==> config.mk <==
export PLATFORM = sky130hd
export DESIGN_NAME = mult_issue_sequencer_flat
export DESIGN_NICKNAME = d
export VERILOG_FILES = /design/src/rtl/mult_issue_sequencer_if.sv /design/src/rtl/mult_issue_sequencer.sv /design/src/flat_wrapper.sv
export SDC_FILE = /design/constraint.sdc
export NUM_CORES = 1
export LEC_CHECK = 0
export CORE_MARGIN = 8
export CORE_UTILIZATION = 53
export CTS_CLUSTER_DIAMETER = 100
export DETAILED_ROUTE_END_ITERATION = 8
export PLACE_DENSITY = 0.88
export SETUP_SLACK_MARGIN = 0.3
export SLEW_MARGIN = 25
export SYNTH_ARGS = -nofsm -noshare
export SYNTH_HDL_FRONTEND = slang
export SYNTH_SLANG_ARGS = --single-unit
==> constraint.sdc <==
create_clock -name clk -period 3.4 [get_ports clk]
set_clock_uncertainty 0.1 [all_clocks]
set_input_delay 0.51 -clock clk [delete_from_list [all_inputs] [get_ports clk]]
set_output_delay 0.51 -clock clk [all_outputs]
set_load 0.01 [all_outputs]
==> src/rtl/mult_issue_sequencer_if.sv <==
// Bundles the operand-in, multiplier-side, result-out and status signals of the issue sequencer.
// The master modport is the sequencer's view; slave is the view of the surrounding logic.
interface mult_issue_sequencer_if;
    logic        in_valid;
    logic [15:0] in_mtp;
    logic [15:0] in_mtc;
    logic        in_ready;

    logic        mult_St;
    logic [15:0] mult_Mtp;
    logic [15:0] mult_Mtc;
    logic        mult_Done;
    logic [31:0] mult_Product;

    logic        out_valid;
    logic [31:0] out_product;
    logic        out_ready;

    logic        busy;
    logic        err_timeout;
    logic [7:0]  done_count;

    modport master (
        input  in_valid, in_mtp, in_mtc,
        output in_ready,
        output mult_St, mult_Mtp, mult_Mtc,
        input  mult_Done, mult_Product,
        output out_valid, out_product,
        input  out_ready,
        output busy, err_timeout, done_count
    );

    modport slave (
        output in_valid, in_mtp, in_mtc,
        input  in_ready,
        input  mult_St, mult_Mtp, mult_Mtc,
        output mult_Done, mult_Product,
        input  out_valid, out_product,
        output out_ready,
        input  busy, err_timeout, done_count
    );
endinterface

==> src/rtl/mult_issue_sequencer.sv <==
// Queues signed operand pairs and issues them one at a time to a St/Done sequential multiplier, min 4 cycles per issue.
// Backpressure: in_ready drops when the FIFO is full; no issue while an unconsumed result occupies the output slot.
module mult_issue_sequencer #(
    parameter int FIFO_DEPTH = 4,
    parameter int TIMEOUT    = 64
) (
    input  logic                   clk,
    input  logic                   reset_n,
    mult_issue_sequencer_if.master bus
);
    localparam int AW = $clog2(FIFO_DEPTH);
    localparam int FW = AW + 1;
    localparam int TW = $clog2(TIMEOUT + 1);
    localparam logic [FW-1:0] FULL_LVL = FW'(FIFO_DEPTH);
    localparam logic [TW-1:0] TMO_LAST = TW'(TIMEOUT - 1);

    typedef enum logic [1:0] {
        IDLE,
        START,
        WAIT_DONE,
        WAIT_LOW
    } state_e;

    state_e state_q, state_d;

    logic [31:0]   mem_q [FIFO_DEPTH];
    logic [AW-1:0] wr_ptr_q, wr_ptr_d;
    logic [AW-1:0] rd_ptr_q, rd_ptr_d;
    logic [FW-1:0] fill_q, fill_d;
    logic          push;
    logic          pop;

    logic [15:0]   mtp_q, mtp_d;
    logic [15:0]   mtc_q, mtc_d;
    logic [TW-1:0] tmo_q, tmo_d;
    logic          out_vld_q, out_vld_d;
    logic [31:0]   out_dat_q, out_dat_d;
    logic          err_q, err_d;
    logic [7:0]    cnt_q, cnt_d;

    logic slot_free;
    logic fifo_nempty;

    // in_ready looks only at registered fill, so a same-cycle pop never opens a slot combinationally
    assign bus.in_ready = (fill_q < FULL_LVL);
    assign push         = bus.in_valid && bus.in_ready;
    assign fifo_nempty  = (fill_q != '0);
    assign slot_free    = !out_vld_q || bus.out_ready;

    always_comb begin
        wr_ptr_d = wr_ptr_q;
        rd_ptr_d = rd_ptr_q;
        fill_d   = fill_q;
        if (push) begin
            wr_ptr_d = wr_ptr_q + 1'b1;
        end
        if (pop) begin
            rd_ptr_d = rd_ptr_q + 1'b1;
        end
        case ({push, pop})
            2'b10:   fill_d = fill_q + 1'b1;
            2'b01:   fill_d = fill_q - 1'b1;
            default: fill_d = fill_q;
        endcase
    end

    always_comb begin
        state_d   = state_q;
        pop       = 1'b0;
        mtp_d     = mtp_q;
        mtc_d     = mtc_q;
        tmo_d     = tmo_q;
        err_d     = err_q;
        cnt_d     = cnt_q;
        out_vld_d = out_vld_q;
        out_dat_d = out_dat_q;

        if (out_vld_q && bus.out_ready) begin
            out_vld_d = 1'b0;
            out_dat_d = '0;
        end

        case (state_q)
            IDLE: begin
                if (fifo_nempty && slot_free) begin
                    pop     = 1'b1;
                    mtp_d   = mem_q[rd_ptr_q][31:16];
                    mtc_d   = mem_q[rd_ptr_q][15:0];
                    state_d = START;
                end
            end
            START: begin
                tmo_d   = '0;
                state_d = WAIT_DONE;
            end
            WAIT_DONE: begin
                if (bus.mult_Done) begin
                    // a capture here overrides any same-cycle handshake clear above
                    out_vld_d = 1'b1;
                    out_dat_d = bus.mult_Product;
                    cnt_d     = cnt_q + 8'd1;
                    state_d   = WAIT_LOW;
                end else if (tmo_q == TMO_LAST) begin
                    err_d   = 1'b1;
                    state_d = IDLE;
                end else begin
                    tmo_d = tmo_q + 1'b1;
                end
            end
            WAIT_LOW: begin
                if (!bus.mult_Done) begin
                    state_d = IDLE;
                end
            end
            default: state_d = IDLE;
        endcase
    end

    always_ff @(posedge clk or negedge reset_n) begin
        if (!reset_n) begin
            state_q   <= IDLE;
            wr_ptr_q  <= '0;
            rd_ptr_q  <= '0;
            fill_q    <= '0;
            mtp_q     <= '0;
            mtc_q     <= '0;
            tmo_q     <= '0;
            out_vld_q <= 1'b0;
            out_dat_q <= '0;
            err_q     <= 1'b0;
            cnt_q     <= '0;
        end else begin
            state_q   <= state_d;
            wr_ptr_q  <= wr_ptr_d;
            rd_ptr_q  <= rd_ptr_d;
            fill_q    <= fill_d;
            mtp_q     <= mtp_d;
            mtc_q     <= mtc_d;
            tmo_q     <= tmo_d;
            out_vld_q <= out_vld_d;
            out_dat_q <= out_dat_d;
            err_q     <= err_d;
            cnt_q     <= cnt_d;
        end
    end

    // storage needs no reset: fill and pointers decide which entries are live
    always_ff @(posedge clk) begin
        if (push) begin
            mem_q[wr_ptr_q] <= {bus.in_mtp, bus.in_mtc};
        end
    end

    assign bus.mult_St     = (state_q == START);
    assign bus.mult_Mtp    = mtp_q;
    assign bus.mult_Mtc    = mtc_q;
    assign bus.out_valid   = out_vld_q;
    assign bus.out_product = out_dat_q;
    assign bus.busy        = (state_q != IDLE);
    assign bus.err_timeout = err_q;
    assign bus.done_count  = cnt_q;
endmodule

==> src/flat_wrapper.sv <==
// flat-port wrapper written by rule: the top's interface ports become plain ports
module mult_issue_sequencer_flat 
#(
    parameter int FIFO_DEPTH = 4,
    parameter int TIMEOUT    = 64
)
  (clk, reset_n, bus_in_valid, bus_in_mtp, bus_in_mtc, bus_in_ready, bus_mult_St, bus_mult_Mtp, bus_mult_Mtc, bus_mult_Done, bus_mult_Product, bus_out_valid, bus_out_product, bus_out_ready, bus_busy, bus_err_timeout, bus_done_count);
  mult_issue_sequencer_if bus_i ();
  input  logic clk;
  input  logic reset_n;
  input wire logic [$bits(bus_i.in_valid)-1:0] bus_in_valid;
  input wire logic [$bits(bus_i.in_mtp)-1:0] bus_in_mtp;
  input wire logic [$bits(bus_i.in_mtc)-1:0] bus_in_mtc;
  output wire logic [$bits(bus_i.in_ready)-1:0] bus_in_ready;
  output wire logic [$bits(bus_i.mult_St)-1:0] bus_mult_St;
  output wire logic [$bits(bus_i.mult_Mtp)-1:0] bus_mult_Mtp;
  output wire logic [$bits(bus_i.mult_Mtc)-1:0] bus_mult_Mtc;
  input wire logic [$bits(bus_i.mult_Done)-1:0] bus_mult_Done;
  input wire logic [$bits(bus_i.mult_Product)-1:0] bus_mult_Product;
  output wire logic [$bits(bus_i.out_valid)-1:0] bus_out_valid;
  output wire logic [$bits(bus_i.out_product)-1:0] bus_out_product;
  input wire logic [$bits(bus_i.out_ready)-1:0] bus_out_ready;
  output wire logic [$bits(bus_i.busy)-1:0] bus_busy;
  output wire logic [$bits(bus_i.err_timeout)-1:0] bus_err_timeout;
  output wire logic [$bits(bus_i.done_count)-1:0] bus_done_count;
  assign bus_i.in_valid = bus_in_valid;
  assign bus_i.in_mtp = bus_in_mtp;
  assign bus_i.in_mtc = bus_in_mtc;
  assign bus_in_ready = bus_i.in_ready;
  assign bus_mult_St = bus_i.mult_St;
  assign bus_mult_Mtp = bus_i.mult_Mtp;
  assign bus_mult_Mtc = bus_i.mult_Mtc;
  assign bus_i.mult_Done = bus_mult_Done;
  assign bus_i.mult_Product = bus_mult_Product;
  assign bus_out_valid = bus_i.out_valid;
  assign bus_out_product = bus_i.out_product;
  assign bus_i.out_ready = bus_out_ready;
  assign bus_busy = bus_i.busy;
  assign bus_err_timeout = bus_i.err_timeout;
  assign bus_done_count = bus_i.done_count;
  mult_issue_sequencer #(.FIFO_DEPTH(FIFO_DEPTH), .TIMEOUT(TIMEOUT)) u_core (.clk(clk), .reset_n(reset_n), .bus(bus_i));
endmodule
## Word-level counts from Yosys, hierarchy flattened

Memories as Yosys holds them, arrays and structs flattened. A register that Yosys moved wholly into a read port is not among the register bits.
Cells that the tools add are included.

- Bits in registers: 58
- Bits in latches: 0
- Bits in writable memories: 128
- Memory bits (read-only): 0
- Input port bits: 69
- Output and inout port bits: 77
- Word-level logic and storage cells: 64
- Memories: 1

Memory list:

| memory | depth | bits a word | rd ports | clocked after Yosys merged registers in | write ports | line | RTL |
|---|---|---|---|---|---|---|---|
| u_core.mem_q | 4 | 32 | 1 | 1 | 1 | mult_issue_sequencer.sv:26 | `logic [31:0] mem_q [FIFO_DEPTH];` |

- Add/sub/neg operators: 6
- Multipliers: 0
- Div/mod/pow operators: 0
- $lt $le $gt $ge: 1
- Equality and inequality tests: 11
- Shift-type cells: 0
- Multiplexer cells: 19
- Bitwise logic cells: 1
- Reduce and logical (&&, ||, !) cells: 16

Operators by type and width:

| kind | count |
|---|---|
| 2-to-1 mux 32 bit | 3 |
| 2-to-1 mux 7 bit | 2 |
| one-hot mux 7 bit (2 select lines) | 1 |
| AND reduction 3 bit | 3 |
| adder 8 x 1 -> 8 bit, second input constant | 1 |
| 2-to-1 mux 2 bit | 4 |
| one-hot mux 2 bit (4 select lines) | 1 |
| adder 7 x 1 -> 7 bit, second input constant | 1 |
| equality test 7 x 6 -> 1 bit, second input constant | 1 |
| 2-to-1 mux 1 bit | 7 |
| equality test 2 bit, second input constant | 3 |
| != test 2 bit, second input constant | 3 |
| one-hot mux 3 bit (2 select lines) | 1 |
| nonzero test 2 bit | 3 |
| adder 2 x 1 -> 2 bit, second input constant | 2 |
| equality test 2 x 1 -> 1 bit, second input constant | 2 |
| AND reduction 2 bit | 2 |
| adder 3 x 1 -> 3 bit, second input constant | 1 |
| logical AND 1 bit | 3 |
| < comparator 3 bit, second input constant | 1 |
| != test 3 x 2 -> 1 bit, second input constant | 1 |
| nonzero test 3 bit | 1 |
| subtractor 3 x 1 -> 3 bit, second input constant | 1 |
| zero test 1 bit | 2 |
| other kinds (4) | 4 |

## Depth between registers and ports, before layout

Gate-level depths: netlist (run 1).

- Depth after elaboration: 7
- Gate-level depth with buffers: 10
- Mapped depth without buffers: 8

## Least setup slack after synthesis (run 1)

Ideal clock, no wire load.

- Kind: reg2reg
- Start point: reg u_core.state_q[0]
- End point: reg u_core.fill_q[2]
- Setup time: 80 ps
- Arrival: 2397 ps
- Required time: 3220 ps
- Path slack: 823 ps
- Cell stages (with the launch flop): 11
- Path buffers: 2
- Period minus slack after synthesis: 2577 ps
- Path through: dfrtp_1 > buf_6 > or2_4 > a311oi_4 > buf_6 > ha_1 > inv_1 > fa_1 > xor2_1 > nor2_1 > xnor2_1

- Longest elaborated chain between the ends: 4
- Elaborated cells on any way between the ends: 6
- Classes of those cells: 2 x eq/ne; 2 x mux; 2 x reduce/logical

Ends and longest elaborated chain:

| item | line | RTL |
|---|---|---|
| from (decl) | mult_issue_sequencer.sv:24 | `state_e state_q, state_d;` |
| from (signal assigned) | mult_issue_sequencer.sv:133 | `state_q <= state_d;` |
| zero test 2 bit (*) | mult_issue_sequencer.sv:83 | `case (state_q)` |
| 2-to-1 mux 1 bit (*) | mult_issue_sequencer.sv:83 |  |
| via u_core.pop | mult_issue_sequencer.sv:31 | `logic pop;` |
| equality test 2 x 1 -> 1 bit / equality test 2 bit (equally long branches) | mult_issue_sequencer.sv:60 | `case ({push, pop})` |
| one-hot mux 3 bit (2 select lines) / nonzero test 2 bit (equally long branches) | n/a |  |
| to (signal assigned) | mult_issue_sequencer.sv:136 | `fill_q <= fill_d;` |
| to (decl) | mult_issue_sequencer.sv:29 | `logic [FW-1:0] fill_q, fill_d;` |

The timed path passes the listed nets; every way through them passes the cells marked *.
A chain may end at the register's enable or synchronous reset.

## Worst setup path after layout (run 1)

- Start point: reg u_core.state_q[1]
- End point: out bus_busy

- Longest elaborated chain between the ends: 1

Ends and longest elaborated chain:

| item | line | RTL |
|---|---|---|
| nonzero test 2 bit | mult_issue_sequencer.sv:159 | `assign bus.busy = (state_q != IDLE);` |
| to (decl) | flat_wrapper.sv:23 | `output wire logic [$bits(bus_i.busy)-1:0] bus_busy;` |

No other way between the ends.

==> out/results.tsv, run 1 <==
stage	metric	value	unit
setup_path	rr_worst_depth	8	
yosys	synth-seq-area-share	72.6	%
detailed_routing	drc	0	
timing	tns	0	ns
yosys	yosys-top-cells-area	edfxtp_1 (46%), dfrtp_1 (27%), mux4_2 (8.6%)	
setup_path	reg2reg_slack	1.02	ns
outcome	status	finished with violations	
yosys	synth_xor_area_share	1.36	%
timing	maxSlewViolCount	0	
placed_design	dpl_worst_slack	0.854	ns
global_routing	grt_start_max_net_pins	91	
setup_path	cp_slowest_stage_delay	0.60	ns
final_layout	regArea	0.00610	mm²
timing	max_freq	398	MHz
clocking	numClockSinks	218	
setup_path	crit_required	2.79	ns
timing	fin_crit	2.51	ns
setup_path	r2r-end	u_core.fill_q[2]	
power_and_ir_drop	power.leakage	4.17	nW
clocking	path_clk_slew	0.06	ns
yosys	synth_fa_ha_area_share	1.40	%
die	core_area	0.0157	mm²
yosys	synthArstFlopShare	41.3	%
detailed_routing	vias	4906	
timing	worst_slack	0.889	ns
global_routing	gr-total-overflow	0	
yosys	syn_area	0.00839	mm²
detailed_routing	drt-wirelength-per-cell	20.8	µm
detailed_routing	antenna_left	0	
final_layout	multi_input_area	0.00214	mm²
yosys	synth_compound_area_share	1.73	%
setup_path	cp.arrival	1.90	ns
final_layout	diodes	0	
clocking	post_cts_buffers	0	
setup_path	cpMaxStageDelayCell	dfrtp_1	
timing	rsz0062_at_grt	no	
clocking	root_buffer	clkbuf_16	
timing	hold_ws	-0.0291	ns
yosys	yosysUniqueCellTypes	43	
yosys	synth_top_area_share	45.8	%
die	io_pins	146	
yosys	avgSynthCellArea	16.7	µm²
global_routing	antenna_found_initial	0	
detailed_routing	firstDrtPassIters	4	
clocking	cts_tree	done	
final_layout	drive_gt1_share	17.7	%
setup_path	path_cells	or2_4, clkdlybuf4s50_1	
detailed_routing	totalWireLength	18.5	mm
flow_run	cap_viol_max_count	0	
yosys	yosysTopAreaCell	edfxtp_1	
final_layout	final_cells	888	
global_routing	grt_use_total	18.5	%
global_routing	first_global_vias	5270	
placed_design	io_buffers	145	
clocking	clk_latency	0.50	ns
final_layout	areaGrowthSynthToFinish	29.1	%
die	rows	46	
detailed_routing	drt_first_iter_violations	314	
setup_path	start_kind	register	
setup_path	r2r_start	u_core.state_q[1]	
yosys	synth_edf_count	128	
clocking	cts_resized	0	
yosys	synth_ff_type	edfxtp_1	
power_and_ir_drop	total_power	9.61	mW
timing	hold_viol_final	15	
die	die_h	142	µm
setup_path	end_kind	primary output	
setup_path	setup.worst_path.class	reg -> out	
power_and_ir_drop	p_per_area	887	mW/mm²
clocking	cts_hold_buf	0	
final_layout	nNetsFinal	733	
yosys	synth-simple-area-share	7.90	%
die	start_util	53.6	%
timing	slew_headroom	34.0	%
power_and_ir_drop	ir_drop	0.000530	V
detailed_routing	met2_length	9.08	mm
clocking	cts_buffer_depth	3	
hold_path	hold_path_class	in -> async	
placed_design	place_hpwl	11.9	mm
outcome	failed_checks	negative hold slack	
clocking	cts_buffers	22	
yosys	ys_ff_latch	218	
detailed_routing	wl_met3	1.68	mm
die	die_w	142	µm
detailed_routing	wl_met1	7.23	mm
timing	period_share	73.9	%
yosys	synth_top_family_by_area	multiplexers	
die	die_area	0.0201	mm²
clocking	cts_max_level	1	
yosys	synth_mux_area_share	13.0	%
yosys	synth_nets	579	
detailed_routing	viasPerCell	5.52	
placed_design	gp_routability_congestion	0.812	
setup_path	crit_fanout	14	
placed_design	placedCellCount	848	
yosys	yosys_warnings	0	
timing	finalSetupViolCount	0	
yosys	postSynthCellCount	502	
final_layout	fill_cells	1012	
global_routing	grt_pass1_wl	28.9	mm
timing	worstMarginPinSlew	0.988	ns
detailed_routing	top_layer	met4	
==> cell type report <==
class | instances | share of cell area, %
inverters | 10 | 0.346
clock inverters | 16 | 1.69
multi-input cells | 250 | 19.7
clock buffers | 24 | 5.44
flip-flops and latches | 218 | 56.3
repair buffers | 154 | 14.0
well taps | 216 | 2.49
==> worst max path at each step <==
stage / startpoint / end / slack, ns / cells after the start
floorplan: u_core.state_q[0] / u_core.fill_q[2] / 0.82 / 10
global placement: bus_out_ready / u_core.fill_q[2] / 0.88 / 9
detailed placement: bus_out_ready / u_core.fill_q[2] / 0.85 / 9
CTS: u_core.state_q[1] / bus_busy / 0.87 / 2
global route: u_core.state_q[1] / bus_busy / 0.82 / 2
finish: u_core.state_q[1] / bus_busy / 0.89 / 2
==> cell usage after synthesis, types with 2 or more instances <==
| cell | count |
|---|---|
| a21o_1 | 3 |
| a21oi_1 | 2 |
| a31oi_1 | 2 |
| and2_1 | 5 |
| and3_1 | 3 |
| buf_1 | 4 |
| buf_2 | 3 |
| buf_6 | 4 |
| clkbuf_1 | 12 |
| dfrtp_1 | 90 |
| edfxtp_1 | 128 |
| ha_1 | 7 |
| inv_1 | 10 |
| mux2_2 | 31 |
| mux4_2 | 32 |
| nand2_1 | 77 |
| nand2b_1 | 2 |
| nand3_1 | 36 |
| nand4_1 | 3 |
| nor2_1 | 9 |
| nor2b_1 | 3 |
| o21ai_0 | 4 |
| xnor2_1 | 10 |
| xor2_1 | 3 |
==> through the flow <==
step | hold WS [ns] | utilization (%) | cell area (µm²)
3_5_place_dp | 0.352 | 64.3 | 10100
4_1_cts | 0.0166 | 69.2 | 10800
5_1_grt | 0.0434 | 69.2 | 10800
6_report | -0.0291 | 69.2 | 10800
2_1_floorplan | 0.114 | - | 8390
3_3_place_gp | 0.345 | 64.3 | 10100
==> where the power goes <==
part           switching (mW)  leakage, nW  internal [mW]
Combinational            1.32         1.51           1.70
Sequential              0.533         2.28           3.53
Clock                   0.974        0.375           1.55
Total                    2.83         4.17           6.78
==> cells by family (layout without fill, tap and decap cells) <==
logic type      count (synthesis)  after routing
flops                         218            218
simple gates                  145            145
mux                            65             65
buf+inv                        34            204
compound gates                 18             18
xor+xnor                       13             13
fa+ha+maj                       9              9
==> flip-flops by register name (all words and copies together) (netlist names) <==
register,count
u_core.bus.out_valid,1
u_core.bus.mult_Mtp,16
u_core.state_q,2
u_core.fill_q,3
u_core.bus.err_timeout,1
u_core.mem_q,128
u_core.bus.out_product,32
u_core.bus.mult_Mtc,16
u_core.rd_ptr_q,2
u_core.wr_ptr_q,2
u_core.tmo_q,7
u_core.bus.done_count,8
==> per-layer routing <==
layer | vias to the layer above | global-route usage, %
met1 | 2483 | 22.1
li1 | 2160 | -
met4 | 0 | 5.88
met3 | 34 | 5.07
met5 | - | 0
met2 | 229 | 32.0
==> cells in the final DEF, fill, tap and decap left out, types with 3 or more instances in the layout <==
cell type	synthesis	routed
ha_1	7	7
nand3_1	36	36
nand4_1	3	3
and2_2	0	4
edfxtp_1	128	128
dfrtp_1	90	88
xnor2_1	10	10
and3_1	3	3
mux4_2	32	32
bufinv_16	0	4
a21o_1	3	3
clkinv_1	0	5
clkbuf_16	0	23
clkdlybuf4s50_1	0	144
inv_1	10	10
xor2_1	3	3
nor2b_1	3	3
buf_4	1	9
o21ai_0	4	4
mux2_2	31	31
nand2_1	77	77
clkinv_2	0	4
nor2_1	9	8
==> critical path, delay by kind of cell, from the launching register on <==
kind          cells  cell delay [ns]
simple gates      1             0.22
flops             1             0.60
buf+inv           1             0.57
Note: power is estimated with default switching activity, not from simulation.
==> run 2: changes to the inputs <==
==> constraint.sdc (replaced) <==
create_clock -name clk -period 2.4 [get_ports clk]
set_clock_uncertainty 0.1 [all_clocks]
set_input_delay 0.36 -clock clk [delete_from_list [all_inputs] [get_ports clk]]
set_output_delay 0.36 -clock clk [all_outputs]
set_load 0.01 [all_outputs]
==> run 2 against run 1 <==
Net effect: sequential share of layout area fell by 0.86 points; flip-flop and latch count is the same; global-route usage is 0.056 points lower; sequential power grew 38%; design area grew 1.6%; critical path depth is 2 higher; clock-buffer cell count grew 6; critical endpoint is now u_core.bus.mult_Mtp[10]; routed wire length down 1.7%; the run now ends clean; die area did not move; cell count rose by 0.90%.
==> out/results.tsv, run 2 (synthesized netlist as in run 1, its figures left out) <==
stage	metric	value	unit
outcome	status	completed	
final_layout	regMostFlops	u_core.mem_q	
setup_path	rr_worst_depth	4	
setup_path	start_kind	register	
global_routing	first_global_vias	5285	
final_layout	areaGrowthSynthToFinish	31.1	%
detailed_routing	drt-wirelength-per-cell	20.3	µm
clocking	cts_buffers	22	
detailed_routing	vias	4837	
placed_design	dpl_cell_area	0.0102	mm²
setup_path	end_kind	register	
timing	maxSlewViolCount	0	
final_layout	final_cells	896	
timing	period_share	86.9	%
setup_path	crit_cells	4	
detailed_routing	viasPerCell	5.40	
setup_path	crit_family	buffers and inverters	
global_routing	grt_start_max_net_pins	91	
hold_path	hold_path_class	in -> reg	
final_layout	layout_common_cells	clkdlybuf4s50_1 (141), edfxtp_1 (128), dfrtp_1 (88), nand2_1 (77), nand3_1 (36)	
detailed_routing	firstDrtPassIters	4	
clocking	path_clk_slew	0.06	ns
global_routing	grtUsageMet1	22.2	%
final_layout	diodes	0	
setup_path	cpMaxStageDelayCell	buf_4	
timing	hold_viol_final	0	
die	core_area	0.0157	mm²
setup_path	crit_required	2.67	ns
global_routing	grt_use_total	18.4	%
placed_design	placedCellCount	855	
global_routing	grt_use_met2	31.8	%
power_and_ir_drop	power.leakage	4.24	nW
global_routing	gr-total-overflow	0	
clocking	clk_latency	0.50	ns
global_routing	antenna_found_initial	0	
global_routing	grt_pass1_wl	29.0	mm
detailed_routing	totalWireLength	18.1	mm
timing	max_freq	480	MHz
power_and_ir_drop	p_per_area	1250	mW/mm²
die	die_area	0.0201	mm²
setup_path	path_cells	or2_4, a311oi_4, buf_4, mux2_2	
final_layout	drive_gt1_share	19.1	%
global_routing	grt.met3_usage	4.94	%
setup_path	crit_fanout	35	
timing	rsz0062_at_grt	yes	
setup_path	cp_slowest_stage_delay	0.50	ns
die	die_h	142	µm
detailed_routing	drt_first_iter_violations	268	
detailed_routing	antenna_left	0	
power_and_ir_drop	ir_drop	0.000858	V
final_layout	nNetsFinal	741	
clocking	cts_max_level	1	
setup_path	setup.worst_path.class	reg -> reg	
die	rows	46	
hold_path	worst_hold_path.num_cells	3	
final_layout	fill_cells	1002	
flow_run	cap_viol_max_count	0	
clocking	numClockSinks	218	
placed_design	gp_routability_congestion	0.844	
global_routing	top_usage_layer	met2	
timing	worstMarginPinSlew	0.535	ns
die	io_pins	146	
clocking	cts_buffer_depth	3	
placed_design	io_buffers	145	
detailed_routing	drc	0	
placed_design	place_hpwl	12.0	mm
clocking	root_buffer	clkbuf_16	
die	start_util	53.6	%
final_layout	largest_reg_flops	128	
final_layout	fin_area	0.0110	mm²
die	die_w	142	µm
setup_path	crit_buf_inv	1	
final_layout	layout_commonest_cell	clkdlybuf4s50_1	
clocking	cts_tree	done	
final_layout	fin_util	70.3	%
timing	slew_headroom	64.1	%
timing	finalSetupViolCount	0	
setup_path	cp.arrival	2.36	ns
timing	fin_crit	2.09	ns
run 2: cell type report:
| type | count | area [µm²] | area share (%) |
|---|---|---|---|
| Clock buffer | 30 | 653 | 5.93 |
| Sequential cell | 218 | 6100 | 55.4 |
| Tap cell | 216 | 270 | 2.46 |
| Inverter | 10 | 37.5 | 0.341 |
| Clock inverter | 10 | 130 | 1.18 |
| Multi-Input combinational cell | 250 | 2150 | 19.6 |
| Timing Repair Buffer | 162 | 1660 | 15.1 |
run 2: power breakdown:
group | internal, mW | total, mW | switching (mW)
clock network | 2.23 | 3.58 | 1.35
registers | 5.00 | 5.60 | 0.594
logic | 2.52 | 4.55 | 2.04
run 2: metrics by stage:
step | setup slack (ns) | power, mW | TNS, ns | hold WS [ns]
after floorplan | -0.0205 | 8.02 | -0.0205 | -0.0356
after global placement | 0.0212 | 10.0 | 0 | 0.339
after detailed placement | -0.0360 | 10.3 | -0.633 | 0.347
after CTS | 0.315 | 13.9 | 0 | 0.274
after global routing | 0.260 | 14.4 | 0 | 0.275
final | 0.315 | 13.7 | 0 | 0.300
run 2: repair_timing:
action,in CTS,in global routing
setup buffers,0,0
gates resized for setup,3,0
setup endpoints to repair,3,33
hold endpoints to repair,90,0
hold buffers,1,0
run 2: worst reg2reg max path, delay by kind of cell (launching register included):
family | cells | cell delay [ns]
buf+inv | 1 | 0.50
mux | 1 | 0.45
flops | 1 | 0.38
simple gates | 1 | 0.27
compound gates | 1 | 0.27
run 2: metal layers:
layer | wire length (µm) | up-vias
met4 | 448 | 0
met3 | 1490 | 37
met1 | 7160 | 2425
met2 | 9050 | 197
met5 | 0 | -
li1 | - | 2178
run 2: final timing paths:
kind / start / endpoint / slack [ns]
setup reg to reg: u_core.state_q[1] / u_core.bus.mult_Mtp[10] / 0.31
min in group asynchronous: reset_n / u_core.bus.mult_Mtp[15] / 0.34
max in group asynchronous: reset_n / u_core.rd_ptr_q[1] / 1.38
hold reg to reg: u_core.bus.err_timeout / u_core.bus.err_timeout / 0.36
setup / recovery: u_core.state_q[1] / u_core.bus.mult_Mtp[10] / 0.31
hold / removal: bus_mult_Product[1] / u_core.bus.out_product[1] / 0.30
==> run 3: changes to the inputs <==
--- a/config.mk
+++ b/config.mk
@@ -6,10 +6,11 @@
 export NUM_CORES = 1
 export LEC_CHECK = 0
 export CORE_MARGIN = 8
-export CORE_UTILIZATION = 53
+export CORE_UTILIZATION = 55
+export CTS_BUF_LIST = sky130_fd_sc_hd__clkbuf_8
 export CTS_CLUSTER_DIAMETER = 100
 export DETAILED_ROUTE_END_ITERATION = 8
-export PLACE_DENSITY = 0.88
+export PLACE_DENSITY = 0.91
 export SETUP_SLACK_MARGIN = 0.3
 export SLEW_MARGIN = 25
 export SYNTH_ARGS = -nofsm -noshare
==> run 3 against run 2 <==
Net effect: die area down 3.2%; register-to-register slack gained 0.03 ns; first-iteration DRC count fell by 2.6%; design area grew 0.24%; non-clock buffer count is 9 higher; total power is 0.77% lower; core utilization up 3.1 points; clock-buffer cell count up 11; critical path depth grew 4; global-route usage is 0.72 points higher; critical endpoint is now u_core.fill_q[2]; fmax rose by 1.2%; largest power group unchanged.
==> out/results.tsv, run 3 (synthesized netlist as in run 1, its figures left out) <==
stage	metric	value	unit
die	io_pins	146	
clocking	cts_max_level	2	
placed_design	place_hpwl	12.0	mm
detailed_routing	drt-wirelength-per-cell	20.2	µm
setup_path	crit_fanout	3	
setup_path	crit_required	2.73	ns
hold_path	hold_path_class	in -> reg	
setup_path	r2r-end	u_core.fill_q[2]	
flow_run	cap_viol_max_count	0	
die	start_util	55.8	%
timing	hold_ws	0.280	ns
die	core_area	0.0150	mm²
clocking	cts_tree	done	
setup_path	end_kind	register	
detailed_routing	firstDrtPassIters	4	
die	die_w	140	µm
die	rows	45	
power_and_ir_drop	power.leakage	4.35	nW
global_routing	antenna_found_initial	0	
final_layout	fin_util	73.4	%
final_layout	areaGrowthSynthToFinish	31.5	%
hold_path	worst_hold_path.num_cells	3	
global_routing	grt_pass1_wl	29.4	mm
clocking	root_buffer	clkbuf_8	
power_and_ir_drop	p_sw	4.10	mW
clocking	clk_latency	0.52	ns
global_routing	grt_start_max_net_pins	55	
clocking	cts_buffers	36	
setup_path	r2r_start	u_core.state_q[0]	
power_and_ir_drop	total_power	13.6	mW
power_and_ir_drop	p_clk_share	24.5	%
final_layout	nNetsFinal	764	
final_layout	regMostFlops	u_core.mem_q	
die	die_h	140	µm
timing	period_share	85.8	%
clocking	path_clk_slew	0.06	ns
power_and_ir_drop	ir_drop	0.000768	V
hold_path	holdCritStartpoint	bus_mult_Product[8]	
setup_path	setup.worst_path.class	reg -> reg	
detailed_routing	drt_first_iter_violations	261	
placed_design	io_buffers	145	
timing	finalSetupViolCount	0	
hold_path	min_to	u_core.bus.out_product[8]	
setup_path	cp-startpoint	u_core.state_q[0]	
final_layout	largest_reg_flops	128	
timing	maxSlewViolCount	0	
power_and_ir_drop	p_per_area	1240	mW/mm²
final_layout	layout_commonest_cell	clkdlybuf4s50_1	
clocking	cts_buffer_depth	3	
setup_path	start_kind	register	
detailed_routing	antenna_left	0	
global_routing	first_global_vias	5468	
clocking	numClockSinks	218	
setup_path	cp.arrival	2.39	ns
die	die_area	0.0195	mm²
detailed_routing	drc	0	
timing	worstMarginPinSlew	0.557	ns
setup_path	rr_worst_depth	8	
final_layout	layout_common_cells	clkdlybuf4s50_1 (141), edfxtp_1 (128), dfrtp_1 (88), nand2_1 (77), clkbuf_8 (41)	
timing	rsz0062_at_grt	yes	
final_layout	diodes	0	
power_and_ir_drop	swShare	30.1	%
placed_design	gp_routability_congestion	0.823	
power_and_ir_drop	p_int	9.52	mW
global_routing	grt_use_total	19.2	%
timing	fin_crit	2.06	ns
global_routing	gr-total-overflow	0	
timing	hold_viol_final	0	
outcome	status	completed	
power_and_ir_drop	seq_power_share	41.3	%
detailed_routing	totalWireLength	18.2	mm
detailed_routing	viasPerCell	5.53	
setup_path	reg2reg_slack	0.34	ns
timing	max_freq	486	MHz
final_layout	fill_cells	889	
timing	slew_headroom	62.9	%
final_layout	drive_gt1_share	21.7	%
detailed_routing	vias	4997	
power_and_ir_drop	combinationalPowerShare	34.1	%
==> run 3: through the flow <==
step	worst slack [ns]	setup TNS, ns	instances	instance area (µm²)
3_5_place_dp	-0.0511	-1.17	829	10200
6_report	0.341	0	903	11000
4_1_cts	0.179	0	902	11000
3_3_place_gp	0.000862	0	829	10200
5_1_grt	0.258	0	903	11000
2_1_floorplan	-0.0205	-0.0205	502	8410
==> run 3: how the worst max path moves through the flow <==
stage	endpoint	slack [ns]	depth (start not counted)
after floorplan	u_core.fill_q[2]	-0.02	10
after detailed placement	u_core.bus.mult_Mtp[8]	-0.05	5
after global placement	u_core.bus.mult_Mtp[7]	0.0009	5
after CTS	bus_mult_St	0.18	3
final	u_core.fill_q[2]	0.34	8
after global routing	u_core.fill_q[2]	0.26	8
==> run 3: layout make-up <==
class	instances	area, µm²	share of cell area, %
clock buffers	41	564	5.12
repair buffers	171	1740	15.8
flip-flops and latches	218	6100	55.3
multi-input cells	250	2160	19.6
well taps	188	235	2.13
inverters	10	37.5	0.340
clock inverters	25	195	1.77
==> run 3: power groups by stage <==
stage / clock network (mW) / registers, mW / logic [mW]
final: 3.34 / 5.63 / 4.65
after CTS: 3.43 / 5.63 / 4.72
after global placement: 0 / 5.63 / 4.44
after detailed placement: 0 / 5.70 / 4.63
after global routing: 3.60 / 5.73 / 5.02
after floorplan: 0 / 5.76 / 2.26
==> run 3: routing by layer <==
layer | routed length, µm | vias up | GRT usage [%]
met4 | 325 | 0 | 6.76
met1 | 7350 | 2508 | 22.5
li1 | - | 2236 | -
met5 | 0 | - | 0
met2 | 9110 | 221 | 32.6
met3 | 1450 | 32 | 6.12
==> run 3: repair_timing <==
item	CTS	global route
buffers inserted	6	1
resized for setup	5	2
endpoints found under the setup margin	36	36
pin swaps	3	2
hold endpoints to repair	36	0
hold buffers	1	0
==> run 3: worst max-delay path, stage by stage, from the launching register on <==
cell and delay [ns]:
dfrtp_2 0.41, or2_4 0.25, a311oi_4 0.27, ha_4 0.19, inv_2 0.04, fa_2 0.32
xor2_1 0.15, nor2_1 0.12, xnor2_1 0.12
